$ cat config.mk
export PLATFORM = sky130hd
export DESIGN_NAME = usb3_tx_arb
export DESIGN_NICKNAME = d
export VERILOG_FILES = /design/src/rtl/usb3_link_pkg.sv /design/src/rtl/usb3_tx_arb_pick.sv /design/src/rtl/usb3_tx_arb.sv
export SDC_FILE = /design/constraint.sdc
export NUM_CORES = 1
export LEC_CHECK = 0
export ABC_AREA = 0
export CAP_MARGIN = 20
export CELL_PAD_IN_SITES_DETAIL_PLACEMENT = 1
export CELL_PAD_IN_SITES_GLOBAL_PLACEMENT = 1
export CORE_MARGIN = 5
export CORE_UTILIZATION = 30
export DETAILED_ROUTE_END_ITERATION = 12
export PLACE_DENSITY_LB_ADDON = 0.1
export SKIP_CTS_REPAIR_TIMING = 1
export SYNTH_ARGS = -nofsm -noshare
export SYNTH_HDL_FRONTEND = slang
export SYNTH_SLANG_ARGS = --single-unit
$ cat constraint.sdc
create_clock -name local_clk -period 2 [get_ports local_clk]
set_clock_uncertainty 0.05 [all_clocks]
set_input_delay 0.2 -clock local_clk [delete_from_list [all_inputs] [get_ports local_clk]]
set_output_delay 0.2 -clock local_clk [all_outputs]
set_load 0.02 [all_outputs]
$ cat src/rtl/usb3_link_pkg.sv
// Shared link-layer constants and types for the USB3 TX arbiter.
package usb3_link_pkg;

    localparam int unsigned LINK_WORD_W = 32;
    localparam int unsigned LINK_K_W    = 4;

    localparam int unsigned REQ_LCMD = 0;
    localparam int unsigned REQ_HP   = 1;
    localparam int unsigned REQ_DPP  = 2;

    typedef enum logic [1:0] {
        IDLE,
        BUSY,
        DRAIN
    } arb_state_t;

endpackage

$ cat src/rtl/usb3_tx_arb_pick.sv
// Combinational winner selection: promoted requesters first, then plain fixed priority.
module usb3_tx_arb_pick #(
    parameter int unsigned NUM_REQ = 3,
    parameter int unsigned IDX_W   = 2
) (
    input  logic [NUM_REQ-1:0] valid_i,
    input  logic [NUM_REQ-1:0] promoted_i,
    output logic [IDX_W-1:0]   winner_o,
    output logic               any_valid_o
);

    logic [NUM_REQ-1:0] cand;

    // Lowest-index candidate wins; a promoted requester only counts while it is valid.
    always_comb begin
        cand = valid_i & promoted_i;
        if (cand == '0) begin
            cand = valid_i;
        end
        winner_o = '0;
        for (int i = NUM_REQ - 1; i >= 0; i--) begin
            if (cand[i]) begin
                winner_o = IDX_W'(i);
            end
        end
    end

    assign any_valid_o = |valid_i;

endmodule

$ cat src/rtl/usb3_tx_arb.sv
// Link-layer TX arbiter: packet-atomic grants of the single PIPE link_out path.
// Optional build macro USB3_TX_ARB_IDLE_FILL_EN: drive logical idle with
// out_active high on cycles that carry no packet word.
module usb3_tx_arb
    import usb3_link_pkg::*;
#(
    parameter int unsigned NUM_REQ      = 3,
    parameter int unsigned MAX_WORDS    = 259,
    parameter int unsigned STARVE_LIMIT = 4,
    localparam int unsigned IDX_W = $clog2(NUM_REQ),
    localparam int unsigned CNT_W = $clog2(MAX_WORDS + 1),
    localparam int unsigned STV_W = $clog2(STARVE_LIMIT + 1)
) (
    input  logic                            local_clk,
    input  logic                            reset_n,
    input  logic [NUM_REQ-1:0]              req_valid,
    input  logic [LINK_WORD_W*NUM_REQ-1:0]  req_data,
    input  logic [LINK_K_W*NUM_REQ-1:0]     req_datak,
    input  logic [NUM_REQ-1:0]              req_last,
    output logic [NUM_REQ-1:0]              req_ready,
    output logic [LINK_WORD_W-1:0]          out_data,
    output logic [LINK_K_W-1:0]             out_datak,
    output logic                            out_active,
    input  logic                            out_stall,
    output logic                            out_skp_inhibit,
    output logic [IDX_W-1:0]                grant_idx,
    output logic                            err_overrun,
    output logic [IDX_W-1:0]                err_idx
);

    arb_state_t             state_q, state_d;
    logic [IDX_W-1:0]       grant_q, grant_d;
    logic [CNT_W-1:0]       cnt_q, cnt_d;
    logic [STV_W-1:0]       starve_q [NUM_REQ];
    logic [STV_W-1:0]       starve_d [NUM_REQ];
    logic [NUM_REQ-1:0]     promoted;
    logic [IDX_W-1:0]       winner;
    logic                   any_valid;
    logic                   grant_now, accept, overrun;
    logic                   cur_valid, cur_last;
    logic [LINK_WORD_W-1:0] cur_data, data_q, data_d;
    logic [LINK_K_W-1:0]    cur_datak, datak_q, datak_d;
    logic                   active_q, active_d, skp_q, skp_d;
    logic                   in_pkt_q, in_pkt_d, last_out_q, last_out_d;
    logic                   err_q, err_d;
    logic [IDX_W-1:0]       err_idx_q, err_idx_d;

    usb3_tx_arb_pick #(
        .NUM_REQ(NUM_REQ),
        .IDX_W  (IDX_W)
    ) u_pick (
        .valid_i    (req_valid),
        .promoted_i (promoted),
        .winner_o   (winner),
        .any_valid_o(any_valid)
    );

    // Select the current owner's word lane.
    always_comb begin
        cur_valid = req_valid[grant_q];
        cur_last  = req_last[grant_q];
        cur_data  = req_data[grant_q*LINK_WORD_W +: LINK_WORD_W];
        cur_datak = req_datak[grant_q*LINK_K_W +: LINK_K_W];
    end

    // Packet FSM: grant in IDLE, forward words in BUSY, swallow the runaway tail in DRAIN.
    always_comb begin
        state_d   = state_q;
        grant_d   = grant_q;
        cnt_d     = cnt_q;
        req_ready = '0;
        grant_now = 1'b0;
        accept    = 1'b0;
        overrun   = 1'b0;
        unique case (state_q)
            IDLE: begin
                if (any_valid) begin
                    grant_now = 1'b1;
                    grant_d   = winner;
                    state_d   = BUSY;
                end
            end
            BUSY: begin
                req_ready[grant_q] = !out_stall;
                accept             = cur_valid && !out_stall;
                if (accept) begin
                    if (cur_last) begin
                        state_d = IDLE;
                        cnt_d   = '0;
                    end else if (cnt_q == CNT_W'(MAX_WORDS - 1)) begin
                        overrun = 1'b1;
                        state_d = DRAIN;
                        cnt_d   = '0;
                    end else begin
                        cnt_d = cnt_q + 1'b1;
                    end
                end
            end
            DRAIN: begin
                if (!cur_valid) begin
                    state_d = IDLE;
                end
            end
            default: state_d = IDLE;
        endcase
    end

    // A requester is promoted once its loss count saturates.
    always_comb begin
        for (int i = 0; i < NUM_REQ; i++) begin
            promoted[i] = (starve_q[i] == STV_W'(STARVE_LIMIT));
        end
    end

    // Losers that were waiting age by one per grant; the winner starts fresh.
    always_comb begin
        for (int i = 0; i < NUM_REQ; i++) begin
            starve_d[i] = starve_q[i];
            if (grant_now) begin
                if (winner == IDX_W'(i)) begin
                    starve_d[i] = '0;
                end else if (req_valid[i] && !promoted[i]) begin
                    starve_d[i] = starve_q[i] + 1'b1;
                end
            end
        end
    end

    // Output word register, SKP inhibit window and overrun reporting.
    always_comb begin
        data_d     = data_q;
        datak_d    = datak_q;
        active_d   = active_q;
        in_pkt_d   = in_pkt_q;
        last_out_d = 1'b0;
        err_d      = overrun;
        err_idx_d  = overrun ? grant_q : err_idx_q;
        if (accept) begin
            data_d     = cur_data;
            datak_d    = cur_datak;
            active_d   = 1'b1;
            in_pkt_d   = !(cur_last || overrun);
            last_out_d = cur_last || overrun;
        end else if (out_stall) begin
            last_out_d = last_out_q;
        end else begin
`ifdef USB3_TX_ARB_IDLE_FILL_EN
            data_d   = '0;
            datak_d  = '0;
            active_d = 1'b1;
`else
            active_d = 1'b0;
`endif
        end
        // Covers the whole packet plus the cycle after its final word leaves the register.
        skp_d = accept || in_pkt_q || last_out_q || (out_stall && skp_q);
    end

    // State registers with asynchronous clear.
    always_ff @(posedge local_clk or negedge reset_n) begin
        if (!reset_n) begin
            state_q    <= IDLE;
            grant_q    <= '0;
            cnt_q      <= '0;
            data_q     <= '0;
            datak_q    <= '0;
            active_q   <= 1'b0;
            skp_q      <= 1'b0;
            in_pkt_q   <= 1'b0;
            last_out_q <= 1'b0;
            err_q      <= 1'b0;
            err_idx_q  <= '0;
            for (int i = 0; i < NUM_REQ; i++) begin
                starve_q[i] <= '0;
            end
        end else begin
            state_q    <= state_d;
            grant_q    <= grant_d;
            cnt_q      <= cnt_d;
            data_q     <= data_d;
            datak_q    <= datak_d;
            active_q   <= active_d;
            skp_q      <= skp_d;
            in_pkt_q   <= in_pkt_d;
            last_out_q <= last_out_d;
            err_q      <= err_d;
            err_idx_q  <= err_idx_d;
            for (int i = 0; i < NUM_REQ; i++) begin
                starve_q[i] <= starve_d[i];
            end
        end
    end

    assign out_data        = data_q;
    assign out_datak       = datak_q;
    assign out_active      = active_q;
    assign out_skp_inhibit = skp_q;
    assign grant_idx       = grant_q;
    assign err_overrun     = err_q;
    assign err_idx         = err_idx_q;

endmodule

==> results.toml, run 1 <==
[outcome]
status = "complete, no violations"

[cells_and_area]
final_cells = 730
num_antenna_cells = 0
fin_nets = 703
drive_above_1_share = 0.0961
syn2layout_area_growth_pct = 60.1

[detailed_routing]
viasPerCell = 4.97
remaining_drc_errors = 0
drt-initial-drc-count = 110
wl_per_cell_um = 16.5
routed_wl_um = 12000
wl_met1_um = 4790
top_layer_used = "met4"
drtPass1Iterations = 4
ant_nets = 0
met2_wirelength_um = 6130
dr_wl_met3_um = 940
dr_total_vias = 3626

[pwr]
p_leak_nw = 2.49
power.share.clock = 0.210
combinationalPowerShare = 0.510
p_int_mw = 4.70
p_sw_frac = 0.396
powerDensity_mw_per_mm2 = 1330
peakVddDrop_uv = 615
switchingPower_mw = 3.09
pwr-share-seq = 0.280

[synth]
synth_compound_area_frac = 0.181
synth_top_area_share = 0.446
synth_area_leader_cell = "dfrtp_1"
syn_inst = 409
synthXorXnorAreaFrac = 0
synthAdderAreaFrac = 0.0274
ys_types = 45
yosysWarnings = 0
synth_mux_area_frac = 0.110
synth-edff-count = 0
syn-cell-area_mm2 = 0.00365
async_flop_share = 1.00
synthTopCellsByArea = "dfrtp_1 (45%), mux2i_1 (10%), nand2_1 (6.0%)"
yosysSeqAreaShare = 0.446
syn-num-nets = 534
synth-simple-area-share = 0.187
ys_seq_elements = 65
ys_dominant_reg_cell = "dfrtp_1"
synth_top_family_by_area = "simple AND/OR/NAND/NOR gates"
syn_area_per_cell_um2 = 8.93

[floorplan]
pin_count = 163
chipWidth_um = 120
row_count = 40
coreArea_mm2 = 0.0120
die-area_mm2 = 0.0145
die_h_um = 120
start_util = 0.305

[worst_setup_path]
critical_path.endpoint_type = "primary output"
cp_data_required_time_ns = 1.75
critical_path_arrival_ns = 1.66
crit_path_max_fanout = 6
crit_slowest_cell = "dfrtp_1"
critPathLaunchType = "register"
slowest_delay_ns = 0.39
cp_cell_sequence = "nand2b_1 > or2_1 > nor3b_1 > dlymetal6s2s_1"
critPathKind = "reg -> out"

[global_routing]
overflow = 0
grt_max_degree = 68
grt.total_usage = 0.168
antenna_found_initial = 0
grt_pass1_wl_um = 19400
grt_pass1_vias = 3901

[timing]
fmax_mhz = 524
hold_viol_final = 0
tns_ns = 0
finalCritPeriodShare = 0.954
fin_crit_ns = 1.91
max_slew_margin = 0.739
maxSlewViolCount = 0
setup_viol = 0
rsz0062_at_grt = "false"
tightest_slew_ns = 0.392

[clock_tree]
cts_root_buf = "clkbuf_16"
cts_buffer_depth = 2
clock_latency_ns = 0.33
cts.htree.levels = 3
path_clk_slew_ns = 0.06
cts.sinks = 65
cts_tree = "done"
cts_made_buffers = 9

[placement]
gp_congestion = 0.788
port_buffers = 162
hpwl_um = 9360
placedCellCount = 713

[flow_run]
drv_cap = 0

[min_path]
min_path_type = "in -> async"
[cells in the final DEF (no fill, tap or decap), drive strengths merged, types with 2 or more instances in the layout]
master         count
mux2               2
nor2              42
o21ai             56
or2                3
nand3              7
a21oi             39
nand2b             3
inv               11
nor3               3
ha                 8
dlymetal6s2s       3
nand4              5
a22o               3
a31oi              2
and2               3
nand2             59
clkbuf            12
o31ai              8
nor3b              3
clkdlybuf4s50    157
mux2i             38
and3               7
buf               24
dfrtp             65
nand4b             3
clkinv             2
[Yosys cell counts (2+ instances only)]
master    number
nand4b_1       3
mux2i_1       38
buf_4          2
dfrtp_1       65
inv_1          9
nand3_1        7
a31oi_1        2
nand2_1       58
clkbuf_1      12
ha_1           8
o31ai_1        7
o21ai_0       17
nor3b_1        3
nor2_1        42
buf_2         12
nand4_1        4
and3_1         7
a21oi_1       39
nor3_1         3
a22o_1         3
o21ai_1       39
mux2_2         2
nand2b_1       3
buf_6          2
or2_1          2
[worst max-delay path: cells and delay by family, from the launching register on]
kind | cells | cell delay (ns)
buffers and inverters | 1 | 0.25
DFF | 1 | 0.39
and+or+nand+nor | 3 | 0.69
[per-stage QoR]
| stage | hold slack [ns] | total power [mW] | util | cell area, um^2 | worst slack [ns] |
|---|---|---|---|---|---|
| floorplan | -0.146 | 4.52 | - | 3650 | 0.114 |
| global placement | 0.204 | 6.13 | 0.461 | 5510 | -0.0352 |
| detailed placement | 0.204 | 6.27 | 0.461 | 5510 | -0.0832 |
| CTS | -0.154 | 7.95 | 0.487 | 5830 | -0.339 |
| global route | 0.396 | 8.39 | 0.489 | 5840 | 0.00119 |
| finish | 0.346 | 7.79 | 0.489 | 5840 | 0.0910 |
[flip-flops by register name (all words and copies together), names as in the netlist]
name	flops
out_data	32
err_idx	2
last_out_q	1
cnt_q	9
starve_q	9
state_q	2
in_pkt_q	1
err_overrun	1
out_datak	4
grant_idx	2
out_skp_inhibit	1
out_active	1
[per-layer routing]
layer | vias up | GRT usage
met5 | - | 0
met4 | 0 | 0.0496
met3 | 11 | 0.0608
met2 | 108 | 0.301
met1 | 1736 | 0.188
li1 | 1771 | -
[area by class of cell]
cell class / count / area (um^2)
Sequential cell: 65 / 1630
Tap cell: 147 / 184
Clock inverter: 5 / 61.3
Multi-Input combinational cell: 307 / 1860
Fill cell: 1401 / 6120
Inverter: 9 / 33.8
Timing Repair Buffer: 186 / 1830
Clock buffer: 11 / 253
[power groups by stage]
stage | Sequential, mW | Combinational [mW] | Clock (mW)
after floorplan | 2.54 | 1.97 | 0
after global placement | 2.17 | 3.95 | 0
after detailed placement | 2.21 | 4.06 | 0
after CTS | 2.20 | 4.07 | 1.69
after global routing | 2.26 | 4.38 | 1.74
final | 2.18 | 3.97 | 1.63
[cell families after synthesis]
| family | Yosys count |
|---|---|
| buffers and inverters | 37 |
| and+or+nand+nor | 143 |
| adders and majority gates | 8 |
| muxes | 40 |
| AOI/OAI and AO/OA | 116 |
| DFF | 65 |
[worst paths after layout]
path,from,cells past startpoint,endpoint,slack [ns]
max,state_q[1]$_DFFE_PN0P_,4,req_ready[2],0.09
min,reset_n,3,cnt_q[6]$_DFFE_PN0P_,0.35
max reg2reg,cnt_q[5]$_DFFE_PN0P_,4,err_idx[0]$_DFFE_PN0P_,0.13
min reg2reg,out_data[25]$_DFFE_PN0P_,2,out_data[25]$_DFFE_PN0P_,0.43
max in group asynchronous,reset_n,3,grant_idx[1]$_DFFE_PN0P_,1.21
min in group local_clk,out_data[25]$_DFFE_PN0P_,2,out_data[25]$_DFFE_PN0P_,0.43
Note: power is estimated with default switching activity, not from simulation.
==> inputs of run 2 (changes only) <==
--- a/config.mk
+++ b/config.mk
@@ -11,7 +11,9 @@
 export CELL_PAD_IN_SITES_GLOBAL_PLACEMENT = 1
 export CORE_MARGIN = 5
 export CORE_UTILIZATION = 30
+export CTS_CLUSTER_DIAMETER = 50
 export DETAILED_ROUTE_END_ITERATION = 12
+export HOLD_SLACK_MARGIN = 0.03
 export PLACE_DENSITY_LB_ADDON = 0.1
 export SKIP_CTS_REPAIR_TIMING = 1
 export SYNTH_ARGS = -nofsm -noshare
==> results of run 2 <==
Final layout, timing and power as in run 1 (identical DEF).
